===== config.mk =====
export PLATFORM = sky130hd
export DESIGN_NAME = spi_dsp_bus_regs
export DESIGN_NICKNAME = d
export VERILOG_FILES = /design/src/rtl/spi_dsp_bus_regs_pkg.sv /design/src/rtl/spi_dsp_bus_regs_strobe_sync.sv /design/src/rtl/spi_dsp_bus_regs.sv
export SDC_FILE = /design/constraint.sdc
export NUM_CORES = 1
export LEC_CHECK = 0
export CAP_MARGIN = 10
export CORE_MARGIN = 1
export CORE_UTILIZATION = 45
export CTS_BUF_LIST = sky130_fd_sc_hd__clkbuf_2
export DETAILED_ROUTE_END_ITERATION = 6
export PLACE_DENSITY = 0.76
export SLEW_MARGIN = 20
export SYNTH_ARGS = -nofsm -noshare
export SYNTH_HDL_FRONTEND = slang
export SYNTH_HIERARCHICAL = 1
export SYNTH_SLANG_ARGS = --single-unit

===== constraint.sdc =====
create_clock -name clk -period 1.7 [get_ports clk]
set_input_delay 0.17 -clock clk [delete_from_list [all_inputs] [get_ports clk]]
set_output_delay 0.17 -clock clk [all_outputs]
set_load 0.005 [all_outputs]

===== src/rtl/spi_dsp_bus_regs_pkg.sv =====
//==============================================================================
// Package : spi_regs_pkg - register map, CTRL/STATUS bit positions, enable FSM
// Rev     : 1.0
//==============================================================================
`default_nettype none

package spi_regs_pkg;

  localparam logic [1:0] ADDR_TXDATA = 2'd0;
  localparam logic [1:0] ADDR_RXDATA = 2'd1;
  localparam logic [1:0] ADDR_CTRL   = 2'd2;
  localparam logic [1:0] ADDR_STATUS = 2'd3;

  localparam int unsigned CTRL_POL_BIT = 3;
  localparam int unsigned CTRL_PHA_BIT = 4;
  localparam int unsigned CTRL_DIR_BIT = 5;
  localparam int unsigned CTRL_EN_BIT  = 6;
  localparam int unsigned CTRL_CLR_BIT = 7;
  localparam int unsigned CTRL_IRQ_BIT = 8;

  localparam int unsigned STATUS_RX_AVAIL_BIT = 7;
  localparam int unsigned STATUS_STATE_LSB    = 8;

  typedef enum logic [1:0] {
    EN_OFF   = 2'b00,
    EN_ON    = 2'b01,
    EN_DRAIN = 2'b10
  } en_state_t;

endpackage

`default_nettype wire


===== src/rtl/spi_dsp_bus_regs_strobe_sync.sv =====
//==============================================================================
// Module : spi_strobe_sync - SYNC_STAGES-deep synchroniser with edge pulses
// Rev    : 1.0
//==============================================================================
`default_nettype none

module spi_strobe_sync #(
  parameter int   SYNC_STAGES = 2,
  parameter logic RESET_VAL   = 1'b1
) (
  input  logic clk,
  input  logic resetf,
  input  logic async_in,
  output logic sync_out,
  output logic rise,
  output logic fall
);

  logic [SYNC_STAGES-1:0] r_sync;
  logic                   r_prev;

  // Resetting to the idle level keeps a reset release from looking like an edge
  always_ff @(posedge clk or negedge resetf) begin
    if (!resetf) begin
      r_sync <= {SYNC_STAGES{RESET_VAL}};
      r_prev <= RESET_VAL;
    end else begin
      r_sync <= {r_sync[SYNC_STAGES-2:0], async_in};
      r_prev <= r_sync[SYNC_STAGES-1];
    end
  end

  assign sync_out = r_sync[SYNC_STAGES-1];
  assign rise     = sync_out & ~r_prev;
  assign fall     = ~sync_out & r_prev;

endmodule

`default_nettype wire


===== src/rtl/spi_dsp_bus_regs.sv =====
//==============================================================================
// Module : spi_dsp_bus_regs - DSP bus register front end for the SPI master top
//          Optional interrupt output enabled by SPI_DSP_BUS_IRQ_EN
// Rev    : 1.0
//==============================================================================
`default_nettype none

module spi_dsp_bus_regs
  import spi_regs_pkg::*;
#(
  parameter int SYNC_STAGES  = 2,
  parameter int CLEAN_CYCLES = 4
) (
  input  logic        clk,
  input  logic        resetf,
  input  logic        cpu_cs_n,
  input  logic        cpu_we_n,
  input  logic        cpu_rd_n,
  input  logic [1:0]  cpu_addr,
  input  logic [15:0] cpu_wdata,
  output logic [15:0] cpu_rdata,
  output logic        tx_str,
  output logic        rx_str,
  output logic [15:0] dataIn,
  output logic [2:0]  sclk_freq_divide,
  output logic        sclk_polarity,
  output logic        sdata_phase,
  output logic        data_tx_direction,
  output logic        spi_enable,
  output logic        fifo_cleaning,
  input  logic [15:0] dataOut,
  input  logic        read_valid,
  input  logic        tx_error,
  input  logic        tx_empty_flag,
  input  logic        tx_full_flag,
  input  logic        rx_error,
  input  logic        rx_empty_flag,
  input  logic        rx_full_flag,
  input  logic        master_busy
`ifdef SPI_DSP_BUS_IRQ_EN
  ,
  output logic        cpu_irq_n
`endif
);

  logic w_cs_sync, w_we_fall, w_rd_fall, w_rd_rise;
  logic w_unused_cs_rise, w_unused_cs_fall, w_unused_we_sync, w_unused_we_rise, w_unused_rd_sync;
  logic w_unused_wdata;

  spi_strobe_sync #(.SYNC_STAGES(SYNC_STAGES)) u_cs_sync (
    .clk(clk), .resetf(resetf), .async_in(cpu_cs_n),
    .sync_out(w_cs_sync), .rise(w_unused_cs_rise), .fall(w_unused_cs_fall));
  spi_strobe_sync #(.SYNC_STAGES(SYNC_STAGES)) u_we_sync (
    .clk(clk), .resetf(resetf), .async_in(cpu_we_n),
    .sync_out(w_unused_we_sync), .rise(w_unused_we_rise), .fall(w_we_fall));
  spi_strobe_sync #(.SYNC_STAGES(SYNC_STAGES)) u_rd_sync (
    .clk(clk), .resetf(resetf), .async_in(cpu_rd_n),
    .sync_out(w_unused_rd_sync), .rise(w_rd_rise), .fall(w_rd_fall));

  assign w_unused_wdata = ^cpu_wdata[15:8];

  logic        w_wr_pulse, w_rd_pulse, w_ctrl_wr, w_tx_wr, w_rx_done, w_irq_mask;
  logic [15:0] w_ctrl_img, w_status, w_rd_mux;
  logic [15:0] r_cpu_rdata, r_data_in, r_rx_hold;
  logic [5:0]  r_ctrl_cfg;
  logic        r_en_req, r_tx_str, r_rx_str, r_rx_avail, r_rd_rx_pending;
  logic [3:0]  r_clean_cnt;
  en_state_t   r_state, w_next_state;

  // A write edge in the same cycle as a read edge suppresses the read
  assign w_wr_pulse = w_we_fall & ~w_cs_sync;
  assign w_rd_pulse = w_rd_fall & ~w_cs_sync & ~w_wr_pulse;
  assign w_ctrl_wr  = w_wr_pulse & (cpu_addr == ADDR_CTRL);
  assign w_tx_wr    = w_wr_pulse & (cpu_addr == ADDR_TXDATA);
  assign w_rx_done  = w_rd_rise & r_rd_rx_pending;

  assign w_ctrl_img = {7'd0, w_irq_mask, 1'b0, r_en_req, r_ctrl_cfg};
  assign w_status   = {6'd0, r_state, r_rx_avail, master_busy, rx_full_flag, rx_empty_flag,
                       rx_error, tx_full_flag, tx_empty_flag, tx_error};

  always_comb begin
    w_rd_mux = 16'd0;
    case (cpu_addr)
      ADDR_TXDATA: w_rd_mux = r_data_in;
      ADDR_RXDATA: w_rd_mux = r_rx_hold;
      ADDR_CTRL:   w_rd_mux = w_ctrl_img;
      ADDR_STATUS: w_rd_mux = w_status;
      default:     w_rd_mux = 16'd0;
    endcase
  end

  always_ff @(posedge clk or negedge resetf) begin
    if (!resetf) begin
      r_cpu_rdata     <= 16'd0;
      r_data_in       <= 16'd0;
      r_rx_hold       <= 16'd0;
      r_ctrl_cfg      <= 6'd0;
      r_en_req        <= 1'b0;
      r_tx_str        <= 1'b0;
      r_rx_str        <= 1'b0;
      r_rx_avail      <= 1'b0;
      r_rd_rx_pending <= 1'b0;
      r_clean_cnt     <= 4'd0;
    end else begin
      r_tx_str <= w_tx_wr;
      r_rx_str <= w_rx_done;
      if (w_tx_wr) r_data_in <= cpu_wdata;
      if (w_ctrl_wr) begin
        r_ctrl_cfg <= cpu_wdata[5:0];
        r_en_req   <= cpu_wdata[CTRL_EN_BIT];
      end
      if (w_ctrl_wr && cpu_wdata[CTRL_CLR_BIT]) r_clean_cnt <= CLEAN_CYCLES[3:0];
      else if (r_clean_cnt != 4'd0)            r_clean_cnt <= r_clean_cnt - 4'd1;
      if (w_rd_pulse) begin
        r_cpu_rdata     <= w_rd_mux;
        r_rd_rx_pending <= (cpu_addr == ADDR_RXDATA);
      end else if (w_rd_rise) begin
        r_rd_rx_pending <= 1'b0;
      end
      // A fresh word arriving as the previous one is consumed stays available
      if (read_valid) begin
        r_rx_hold  <= dataOut;
        r_rx_avail <= 1'b1;
      end else if (w_rx_done) begin
        r_rx_avail <= 1'b0;
      end
    end
  end

  always_ff @(posedge clk or negedge resetf) begin
    if (!resetf) r_state <= EN_OFF;
    else         r_state <= w_next_state;
  end

  // Disabling while the master is busy parks in DRAIN until the transfer ends
  always_comb begin
    w_next_state = r_state;
    spi_enable   = 1'b0;
    case (r_state)
      EN_OFF: begin
        if (w_ctrl_wr && cpu_wdata[CTRL_EN_BIT]) w_next_state = EN_ON;
      end
      EN_ON: begin
        spi_enable = 1'b1;
        if (w_ctrl_wr && !cpu_wdata[CTRL_EN_BIT])
          w_next_state = master_busy ? EN_DRAIN : EN_OFF;
      end
      EN_DRAIN: begin
        spi_enable = 1'b1;
        if (w_ctrl_wr && cpu_wdata[CTRL_EN_BIT]) w_next_state = EN_ON;
        else if (!master_busy)                  w_next_state = EN_OFF;
      end
      default: w_next_state = EN_OFF;
    endcase
  end

`ifdef SPI_DSP_BUS_IRQ_EN
  logic r_irq_mask, r_irq_n;

  always_ff @(posedge clk or negedge resetf) begin
    if (!resetf) begin
      r_irq_mask <= 1'b0;
      r_irq_n    <= 1'b1;
    end else begin
      if (w_ctrl_wr) r_irq_mask <= cpu_wdata[CTRL_IRQ_BIT];
      r_irq_n <= ~(r_irq_mask & (r_rx_avail | tx_error | rx_error));
    end
  end

  assign w_irq_mask = r_irq_mask;
  assign cpu_irq_n  = r_irq_n;
`else
  assign w_irq_mask = 1'b0;
`endif

  assign cpu_rdata         = r_cpu_rdata;
  assign tx_str            = r_tx_str;
  assign rx_str            = r_rx_str;
  assign dataIn            = r_data_in;
  assign sclk_freq_divide  = r_ctrl_cfg[2:0];
  assign sclk_polarity     = r_ctrl_cfg[CTRL_POL_BIT];
  assign sdata_phase       = r_ctrl_cfg[CTRL_PHA_BIT];
  assign data_tx_direction = r_ctrl_cfg[CTRL_DIR_BIT];
  assign fifo_cleaning     = (r_clean_cnt != 4'd0);

endmodule

`default_nettype wire

[After elaboration in Yosys (flattened, before gate mapping)]
Index checks and enable logic that the tools add are counted.
Word-level totals
  register bits after elaboration: 73
  bits in latches: 0
  memory bits (writable): 0
  ROM bits: 0
  input bits: 47
  output and inout port bits: 42
  logic and storage cells: 65
  memories kept: 0
Operators by class
  add/subtract/negate cells: 1
  $mul: 0
  divide/modulo/power cells: 0
  magnitude comparators: 0
  equality and inequality tests: 8
  shift operators: 0
  muxes and demuxes: 14
  bitwise gates (word level): 14
  reductions and logical operators: 12
Operators by type and width (count)
  one-hot mux 16 bit (4 select lines): 1
  2-to-1 mux 2 bit: 5
  AND 1 bit: 9
  2-to-1 mux 4 bit: 2
  equality test 2 bit (second input constant): 3
  one-hot mux 2 bit (3 select lines): 1
  nonzero test 2 bit: 3
  2-to-1 mux 1 bit: 5
  NOT 1 bit: 5
  equality test 2 x 1 -> 1 bit (second input constant): 2
  logical NOT 2 bit: 2
  inequality test 2 bit (second input constant): 2
  nonzero test 4 bit: 1
  subtractor 4 x 1 -> 4 bit (second input constant): 1
  logical AND 1 bit: 3
  inequality test 3 bit (second input constant): 1
  AND reduction 3 bit: 1
  OR reduction 2 bit: 1
  logical NOT 1 bit: 1

[Logic depth before layout (Yosys ltp)]
Gate-level depths: netlist of the first run.
  word-level depth: 7
  gate-level depth with buffers: 6
  gate-level depth less buffers: 6

[Hierarchy]
Netlist of the first run, hierarchy kept.
By module, submodules not included
  spi_dsp_bus_regs: instances 1, cells each 217, area each 2914.0 um^2, seq. area each 1626.6 um^2
  spi_strobe_sync: instances 3, cells each 5, area each 93.8 um^2, seq. area each 78.8 um^2

[Worst setup path after synthesis of the first run]
No wires, ideal clock.
  path type: register -> register
  from: reg u_we_sync.r_prev
  to: reg r_data_in[10], in the netlist dataIn[10]
  setup time: 0.125 ns
  arrival: 1.571 ns
  data required time: 1.575 ns
  setup slack: 0.005 ns
  cell stages (with the launch flop): 5
  path buffers: 1
  clock period less this slack: 1.695 ns
  cell sequence: dfstp_2 -> and2b_2 -> nor4b_4 -> buf_6 -> mux2_2
Between the ends
  longest elaborated chain between the ends: 3
Ends and longest elaborated chain
  from (decl): line spi_dsp_bus_regs_strobe_sync.sv:20  | logic r_prev;
  from (signal assigned): line spi_dsp_bus_regs_strobe_sync.sv:29  | r_prev <= r_sync[SYNC_STAGES-1];
  AND 1 bit: line spi_dsp_bus_regs_strobe_sync.sv:35  | assign fall = ~sync_out & r_prev;
  named net w_we_fall: line spi_dsp_bus_regs.sv:46  | logic w_cs_sync, w_we_fall, w_rd_fall, w_rd_rise;
  AND 1 bit: line spi_dsp_bus_regs.sv:71  | assign w_wr_pulse = w_we_fall & ~w_cs_sync;
  AND 1 bit: line spi_dsp_bus_regs.sv:74  | assign w_tx_wr = w_wr_pulse & (cpu_addr == ADDR_TXDATA);
  named net w_tx_wr: line spi_dsp_bus_regs.sv:62  | logic w_wr_pulse, w_rd_pulse, w_ctrl_wr, w_tx_wr, w_rx_done, w_irq_mask;
  to (signal assigned): line spi_dsp_bus_regs.sv:107  | if (w_tx_wr) r_data_in <= cpu_wdata;
  to (decl): line spi_dsp_bus_regs.sv:64  | logic [15:0] r_cpu_rdata, r_data_in, r_rx_hold;
The timed path passes the listed nets, and every way through them passes these cells.
A chain may end at the register's enable or synchronous reset.

[Final worst setup path of the first run]
  from: reg u_we_sync.r_sync[1]
  to: reg r_state[0]
Between the ends
  longest elaborated chain between the ends: 7
  elaborated cells between the ends (all ways): 12
  those cells by class: eq/ne: 3; mux: 2; bitwise: 4; reduce/logical: 3
Ends and longest elaborated chain
  from (decl): line spi_dsp_bus_regs_strobe_sync.sv:19  | logic [SYNC_STAGES-1:0] r_sync;
  from (signal assigned): line spi_dsp_bus_regs_strobe_sync.sv:25  | r_sync <= {SYNC_STAGES{RESET_VAL}};
  from (signal assigned): line spi_dsp_bus_regs_strobe_sync.sv:28  | r_sync <= {r_sync[SYNC_STAGES-2:0], async_in};
  NOT 1 bit *: line spi_dsp_bus_regs_strobe_sync.sv:35
  AND 1 bit *: line spi_dsp_bus_regs_strobe_sync.sv:35
  named net w_we_fall: line spi_dsp_bus_regs.sv:46
  AND 1 bit *: line spi_dsp_bus_regs.sv:71
  AND 1 bit *: line spi_dsp_bus_regs.sv:73  | assign w_ctrl_wr = w_wr_pulse & (cpu_addr == ADDR_CTRL);
  logical AND 1 bit (on tied branches): line spi_dsp_bus_regs.sv:141, spi_dsp_bus_regs.sv:150, spi_dsp_bus_regs.sv:145
  inequality test 3 bit (no line) (tied with other cells)
  AND reduction 3 bit (no line) or one-hot mux 2 bit (3 select lines) (tied branches)
  to (signal assigned): line spi_dsp_bus_regs.sv:132  | else r_state <= w_next_state;
  to (decl): line spi_dsp_bus_regs.sv:68  | en_state_t r_state, w_next_state;
The timed path passes the listed nets; every way through them passes the cells marked *.

==> results.env, run 1 <==
IR_DROP_mV=0.519
LAYOUT_SETUP_WS_NS=0.00694
WORSTPATHARRIVAL_NS=2.07
CTS_SINKS=73
GRT_MAX_DEGREE=37
ANTENNADIODECOUNT=0
GLOBALROUTEOVERFLOWTOTAL=0
TIGHTEST_SLEW_NS=0.436
RESULT_OF_THE_RUN='complete, no violations'
PLACE_WS_NS=-0.116
FINAL_MAX_SLEW_VIOL_COUNT=0
CLK_TRANSITION_REPORTED_PATHS_NS=0.16
WL_MM=7.03
FINAL_UTIL=0.649
LAYOUT-DRIVE-GT1-SHARE=0.311
FLOORPLAN.DIE.WIDTH_UM=85.6
DRT-INITIAL-DRC-COUNT=94
FILLCELLCOUNT=537
FINALHOLDVIOLATIONS=0
DESIGN.CORE.AREA_UM2=6790
STATIC-LEAKAGE-POWER_nW=1.96
CRITPATHCAPTURETYPE='register'
ANTENNA_LEFT=0
CLOCK_TREE.BUFFER_DEPTH=2
AREAGROWTHSYNTHTOFINISH_PCT=40.1
IO_BUFFERS=88
CELLPOWERDENSITY_nW_PER_UM2=1070
WORST_CLOCK_SKEW_NS=0.0247
MAX_CAPACITANCE_VIOLATION_COUNT=0
GRT_FIRST_PASS_WIRELENGTH_MM=11.7
MIN_PATH_TYPE='in -> reg'
YS.WARNINGS.COUNT=6
GROUTE.USAGE.OVERALL=0.212
SETUP_TNS_NS=0
WORST-PATH-MAX-FANOUT=5
GP_CONGESTION=0.831
RSZ0062_AT_GRT='true'
DP_HPWL_MM=5.09
TIMING.MAX_SLEW.REL_SLACK=0.709
HTREE_NUM_LEVELS=3
CP-START-KIND='register'
INITIAL_UTILIZATION=0.463
GRT_PASS1_VIAS=2341
CLOCK_INSERTION_DELAY_WORST_SKEW_NS=0.48
CTS_TREE='yes'
SYN_AVG_CELL_AREA_UM2=13.8
FMAX_MHz=591
NETS=395
POST_DRT_VIA_CELL_RATIO=5.04
MULTIINPUTGATEAREA_UM2=1270
LAYOUT_MIN_CYCLE_TIME_NS=1.69
FINAL_NUMBER_OF_SETUP_VIOLATING_ENDPOINTS=0
SYNTHESIS.AREA_UM2=3150
DRT_PASS1_ITERATIONS=4
ROUTE.DETAILED.DRC=0
SYN_NETS=281
HOLD_SLACK_NS=0.0931
NUMBER_OF_ANTENNA_VIOLATIONS_AT_THE_FIRST_CHECK_IN_GLOBAL_ROUTING=0
WORST-SETUP-PATH-TYPE='reg -> reg'
CRITICAL_PATH_REQUIRED_TIME_NS=2.07
PLACEMENT_ROWS=30
POST_DRT_WL_PER_CELL_UM=15.9
DIE_HEIGHT_UM=85.6
POSTSYNTHCELLCOUNT=228
POWER_mW=4.74
CTS_MADE_BUFFERS=9
FINAL_MIN_PERIOD_OVER_CLOCK_PERIOD=0.996
ROUTE.VIAS.TOTAL=2234
DIE_AREA_UM2=7330
IO-PIN-COUNT=89
COMBINED_FLIP_FLOP_AND_LATCH_CELL_AREA_UM2=1840
CTS.ROOT.BUFFER_CELL='sky130_fd_sc_hd__clkbuf_2'
## timing repair
| item | 4_1_cts | 5_1_grt |
|---|---|---|
| resized for setup | 12 | 7 |
| hold endpoints to repair | 48 | 0 |
| endpoints found under the setup margin | 4 | 9 |
| hold buffers | 1 | 0 |
| setup buffers | 3 | 3 |
| pin swaps | 0 | 1 |
## registers in the layout (all words and copies together), names as in the netlist
register / cells
r_rx_avail: 1
r_ctrl_cfg: 6
u_rd_sync/r_prev: 1
tx_str: 1
u_we_sync/r_prev: 1
u_we_sync/r_sync: 2
u_rd_sync/r_sync: 2
r_rx_hold: 16
u_cs_sync/r_sync: 2
dataIn: 16
r_state: 2
r_rd_rx_pending: 1
r_en_req: 1
cpu_rdata: 16
rx_str: 1
r_clean_cnt: 4
## worst max-delay path, cell delays in order, from the launching register on
cell,delay [ns]
sky130_fd_sc_hd__dfstp_2,0.55
sky130_fd_sc_hd__and2b_2,0.22
sky130_fd_sc_hd__and4bb_2,0.27
sky130_fd_sc_hd__a21oi_2,0.14
sky130_fd_sc_hd__o22ai_2,0.10
sky130_fd_sc_hd__mux2_4,0.31
## routing by layer
layer / global-route usage / up-vias / wire length, um
met5: 0 / - / 0
met4: 0.0939 / 0 / 140
met3: 0.0404 / 13 / 268
met2: 0.338 / 56 / 3430
met1: 0.286 / 1124 / 3200
li1: - / 1041 / -
## power breakdown
group	switching, mW	internal [mW]	total (mW)
logic	0.596	1.08	1.68
registers	0.235	2.07	2.31
clock network	0.539	0.218	0.757
total	1.37	3.37	4.74
## through the flow
step | instance area, um^2 | std cells
after global routing | 4410 | 443
after global placement | 4240 | 420
after CTS | 4370 | 440
after floorplan | 3150 | 228
final | 4410 | 443
after detailed placement | 4240 | 420
## path summary, 6_finish.rpt
check	start	endpoint	slack [ns]	cells past startpoint
max	u_we_sync/r_sync[1]	r_state[0]	0.007	5
min	cpu_cs_n	u_cs_sync/r_sync[0]	0.09	1
max reg2reg	u_we_sync/r_sync[1]	r_state[0]	0.007	5
min reg2reg	u_rd_sync/r_sync[0]	u_rd_sync/r_sync[1]	0.36	0
max in group asynchronous	resetf	cpu_rdata[3]	0.96	3
min in group asynchronous	resetf	tx_str	0.15	2
## cell usage in the layout (no fill, tap or decap), drive strengths merged, types with 2 or more instances in the layout
cell type and count:
mux2i 7, dfstp 8, a21oi 4, nor3 2
ha 6, nand2 32, dfrtp 65, and2b 2
nor2b 2, mux4 7, o31ai 6, clkdlybuf4s50 85
nor2 10, buf 27, clkinv 2, clkbuf 14
a221oi 4, inv 6, nand3b 3, mux2 43
## area by class of cell
cell class                      count  area share
Sequential cell                    73       0.416
Inverter                            6     0.00510
Clock inverter                      2     0.00199
Tap cell                           96      0.0272
Timing Repair Buffer              114       0.246
Multi-Input combinational cell    138       0.287
Clock buffer                       14      0.0159
(Power assumes the default switching activity.)
==> inputs of run 2 (changes only) <==
--- a/config.mk
+++ b/config.mk
@@ -7,12 +7,13 @@
 export LEC_CHECK = 0
 export CAP_MARGIN = 10
 export CORE_MARGIN = 1
-export CORE_UTILIZATION = 45
+export CORE_UTILIZATION = 40
 export CTS_BUF_LIST = sky130_fd_sc_hd__clkbuf_2
 export DETAILED_ROUTE_END_ITERATION = 6
-export PLACE_DENSITY = 0.76
+export PLACE_DENSITY = 0.68
 export SLEW_MARGIN = 20
 export SYNTH_ARGS = -nofsm -noshare
 export SYNTH_HDL_FRONTEND = slang
 export SYNTH_HIERARCHICAL = 1
 export SYNTH_SLANG_ARGS = --single-unit
+export TNS_END_PERCENT = 50
==> run 2 against run 1 <==
The flow now finishes with violations (negative setup slack). Die area is 12% higher. First-iteration DRC count down 37%. Setup slack worse by 0.045 ns. Critical path depth unchanged. Cell area rose by 2.2%. Combinational power decreased by 4%. Sequential power barely moved. Via count down 1.5%. Wire length is 1.7% higher. Global-route usage down 2.7 points.
==> results.env, run 2 (synthesized netlist as in run 1, its figures left out) <==
RESULT_OF_THE_RUN='finished, violations left'
VIOLATIONS='negative setup slack'
GLOBALROUTEOVERFLOWTOTAL=0  # unchanged
WORST-SETUP-PATH-TYPE='reg -> reg'
PLACE_WS_NS=-0.142  # -0.0264 ns
HOLD_SLACK_NS=0.0544  # -0.0387 ns
DP_HPWL_MM=5.18  # +1.7%
FILLCELLCOUNT=613  # +14%
ROUTE.DETAILED.DRC=0  # unchanged
GP_CONGESTION=0.744  # -10%
CTS_SINKS=73  # unchanged
WORSTHOLDSTART='cpu_we_n'
IO_BUFFERS=88  # unchanged
PLACEMENT_ROWS=31  # +3.3%
FINAL_COMMON_CELL='sky130_fd_sc_hd__clkdlybuf4s50_1'
RRSETUPSLACK_NS=-0.04  # -0.05 ns
ANTENNADIODECOUNT=0  # unchanged
CLOCKPOWERSHARE=0.238  # +0.078
DIE_AREA_UM2=8230  # +12%
SETUP_TNS_NS=-0.0469  # -0.0469 ns
CTS_TREE='yes'
LAYOUT_SETUP_WS_NS=-0.0385  # -0.0454 ns
MULTIINPUTGATEAREA_UM2=1250  # -1.5%
CELLPOWERDENSITY_nW_PER_UM2=1140  # +6.4%
CRITICAL_PATH_REQUIRED_TIME_NS=2.09  # +0.02 ns
FINALHOLDVIOLATIONS=0  # unchanged
GRT_PASS1_VIAS=2347  # +0.26%
IR_DROP_mV=0.478  # -8.0%
DIE_HEIGHT_UM=90.7  # +5.9%
FLOORPLAN.DIE.WIDTH_UM=90.7  # +5.9%
DRT_PASS1_ITERATIONS=4  # unchanged
FINAL_MIN_PERIOD_OVER_CLOCK_PERIOD=1.02  # +0.0267
GROUTE.USAGE.OVERALL=0.185  # -0.0272
TIMING.MAX_SLEW.REL_SLACK=0.741  # +0.0318
GRT_MAX_DEGREE=48  # +30%
LAYOUT-DRIVE-GT1-SHARE=0.301  # -0.0104
PLACEMENT.CELL_AREA_UM2=4280  # +1.0%
ROUTE.VIAS.TOTAL=2201  # -1.5%
P_SW_FRAC=0.271  # -0.0174
DRT-INITIAL-DRC-COUNT=59  # -37%
HOLDPATHEND='u_we_sync/r_sync[0]'
NETS=397  # +0.51%
POST_DRT_VIA_CELL_RATIO=4.91  # -2.6%
FINAL_MAX_SLEW_VIOL_COUNT=0  # unchanged
IO-PIN-COUNT=89  # unchanged
REG_TO_REG_CRITICAL_PATH_STARTPOINT='u_we_sync/r_sync[1]'
MAX_CAPACITANCE_VIOLATION_COUNT=0  # unchanged
CTS.ROOT.BUFFER_CELL='sky130_fd_sc_hd__clkbuf_2'
CLOCK_TREE.BUFFER_DEPTH=2  # unchanged
NETSWITCHINGPOWER_mW=1.40  # +2.2%
POST-ROUTE-CELL-AREA_UM2=4510  # +2.2%
CRITPATHCAPTURETYPE='register'
WORST-R2R-CELL-COUNT=5  # unchanged
WORST-PATH-MAX-FANOUT=4  # -1
FINAL_NUMBER_OF_SETUP_VIOLATING_ENDPOINTS=2  # +2
POST_DRT_WL_PER_CELL_UM=16.0  # +0.57%
NUMBER_OF_ANTENNA_VIOLATIONS_AT_THE_FIRST_CHECK_IN_GLOBAL_ROUTING=0  # unchanged
WORSTPATHARRIVAL_NS=2.13  # +0.06 ns
MIN_PATH_CELLS=1  # unchanged
MIN_PATH_TYPE='in -> reg'
WL_MM=7.15  # +1.7%
TIGHTEST_SLEW_NS=0.388  # -0.0478 ns
POWER_REPORT.INTERNAL_TOTAL_mW=3.76  # +11%
MOSTFREQUENTLAYOUTCELLS='sky130_fd_sc_hd__clkdlybuf4s50_1 (84), sky130_fd_sc_hd__dfrtp_1 (65), sky130_fd_sc_hd__mux2_2 (42)'
LAYOUT_MIN_CYCLE_TIME_NS=1.74  # +0.0454 ns
FIN_CELLS=448  # +1.1%
INITIAL_UTILIZATION=0.423  # -0.0406
FMAX_MHz=575  # -2.6%
CLK_TRANSITION_REPORTED_PATHS_NS=0.20  # +0.04 ns
RSZ0062_AT_GRT='true'
DESIGN.CORE.AREA_UM2=7450  # +9.6%
ANTENNA_LEFT=0  # unchanged
RR_ENDPOINT='r_state[0]'
SEQPWRFRAC=0.447  # -0.040
COMBINED_FLIP_FLOP_AND_LATCH_CELL_AREA_UM2=1840  # unchanged
AREAGROWTHSYNTHTOFINISH_PCT=43.2
PLACED_CELLS_INCL_TAPS=425  # +1.2%
CLOCK_INSERTION_DELAY_WORST_SKEW_NS=0.49  # about the same
POWER.SHARE.COMBINATIONAL=0.314  # -0.040
STATIC-LEAKAGE-POWER_nW=2.01  # +2.9%
GRT_FIRST_PASS_WIRELENGTH_MM=11.7  # about the same
CTS_MADE_BUFFERS=9  # unchanged
HTREE_NUM_LEVELS=3  # unchanged
WORST_CLOCK_SKEW_NS=0.0173  # -0.00736 ns
CP-START-KIND='register'
run 2: worst max-delay path by stage:
stage          cells after the start             to                 from  slack [ns]
2_1_floorplan                      4     dataIn[10]     u_we_sync/r_prev        0.02
3_3_place_gp                       5     dataIn[15]          cpu_addr[0]       -0.09
3_5_place_dp                       5     dataIn[14]          cpu_addr[0]       -0.14
4_1_cts                            5  fifo_cleaning       r_clean_cnt[0]       -0.08
5_1_grt                            7     r_state[1]           r_state[1]       -0.09
6_report                           5     r_state[0]  u_we_sync/r_sync[1]       -0.04
run 2: timing repair:
item / in CTS / in global routing
gates resized for setup: 6 / 8
pin swaps: 0 / 3
cloned: 0 / 0
hold buffers: 1 / 0
setup buffers: 3 / 3
hold endpoints to repair: 65 / 0
endpoints found under the setup margin: 3 / 13
run 2: area by class of cell:
cell class	instances	share of cell area
sequential	73	0.407
multi-input combinational	138	0.277
timing repair buffer	116	0.249
tap	99	0.0275
clock inverter	6	0.0236
clock buffer	10	0.0111
inverter	6	0.00500
run 2: power by group through the flow:
stage | Clock (mW) | Sequential (mW) | Combinational (mW)
after global routing | 1.33 | 2.35 | 1.76
after CTS | 1.27 | 2.31 | 1.56
after floorplan | 0 | 2.31 | 0.662
final | 1.23 | 2.31 | 1.62
after detailed placement | 0 | 2.34 | 1.49
after global placement | 0 | 2.34 | 1.45
run 2: metrics by stage:
step	utilization	total power, mW
floorplan	-	2.97
global placement	0.575	3.79
detailed placement	0.575	3.83
CTS	0.601	5.13
global route	0.605	5.44
finish	0.605	5.16
run 2: worst max-delay path: stages, from the launching register on:
cell and delay, ns:
sky130_fd_sc_hd__dfstp_2 0.57, sky130_fd_sc_hd__and2b_2 0.24, sky130_fd_sc_hd__and4bb_2 0.27, sky130_fd_sc_hd__a21oi_2 0.14, sky130_fd_sc_hd__o22ai_2 0.12, sky130_fd_sc_hd__mux2_4 0.31
run 2: per-layer routing:
metal | global-route usage | up-vias | routed length, um
met5 | 0 | - | 0
met4 | 0.0806 | 0 | 103
met3 | 0.0387 | 8 | 226
met2 | 0.304 | 45 | 3620
met1 | 0.236 | 1108 | 3200
li1 | - | 1040 | -
==> inputs of run 3 (changes only) <==
--- a/config.mk
+++ b/config.mk
@@ -9,6 +9,7 @@
 export CORE_MARGIN = 1
 export CORE_UTILIZATION = 40
 export CTS_BUF_LIST = sky130_fd_sc_hd__clkbuf_2
+export CTS_CLUSTER_DIAMETER = 120
 export DETAILED_ROUTE_END_ITERATION = 6
 export PLACE_DENSITY = 0.68
 export SLEW_MARGIN = 20
==> results of run 3 <==
No change in the layout: final DEF, timing and power equal those of run 2.
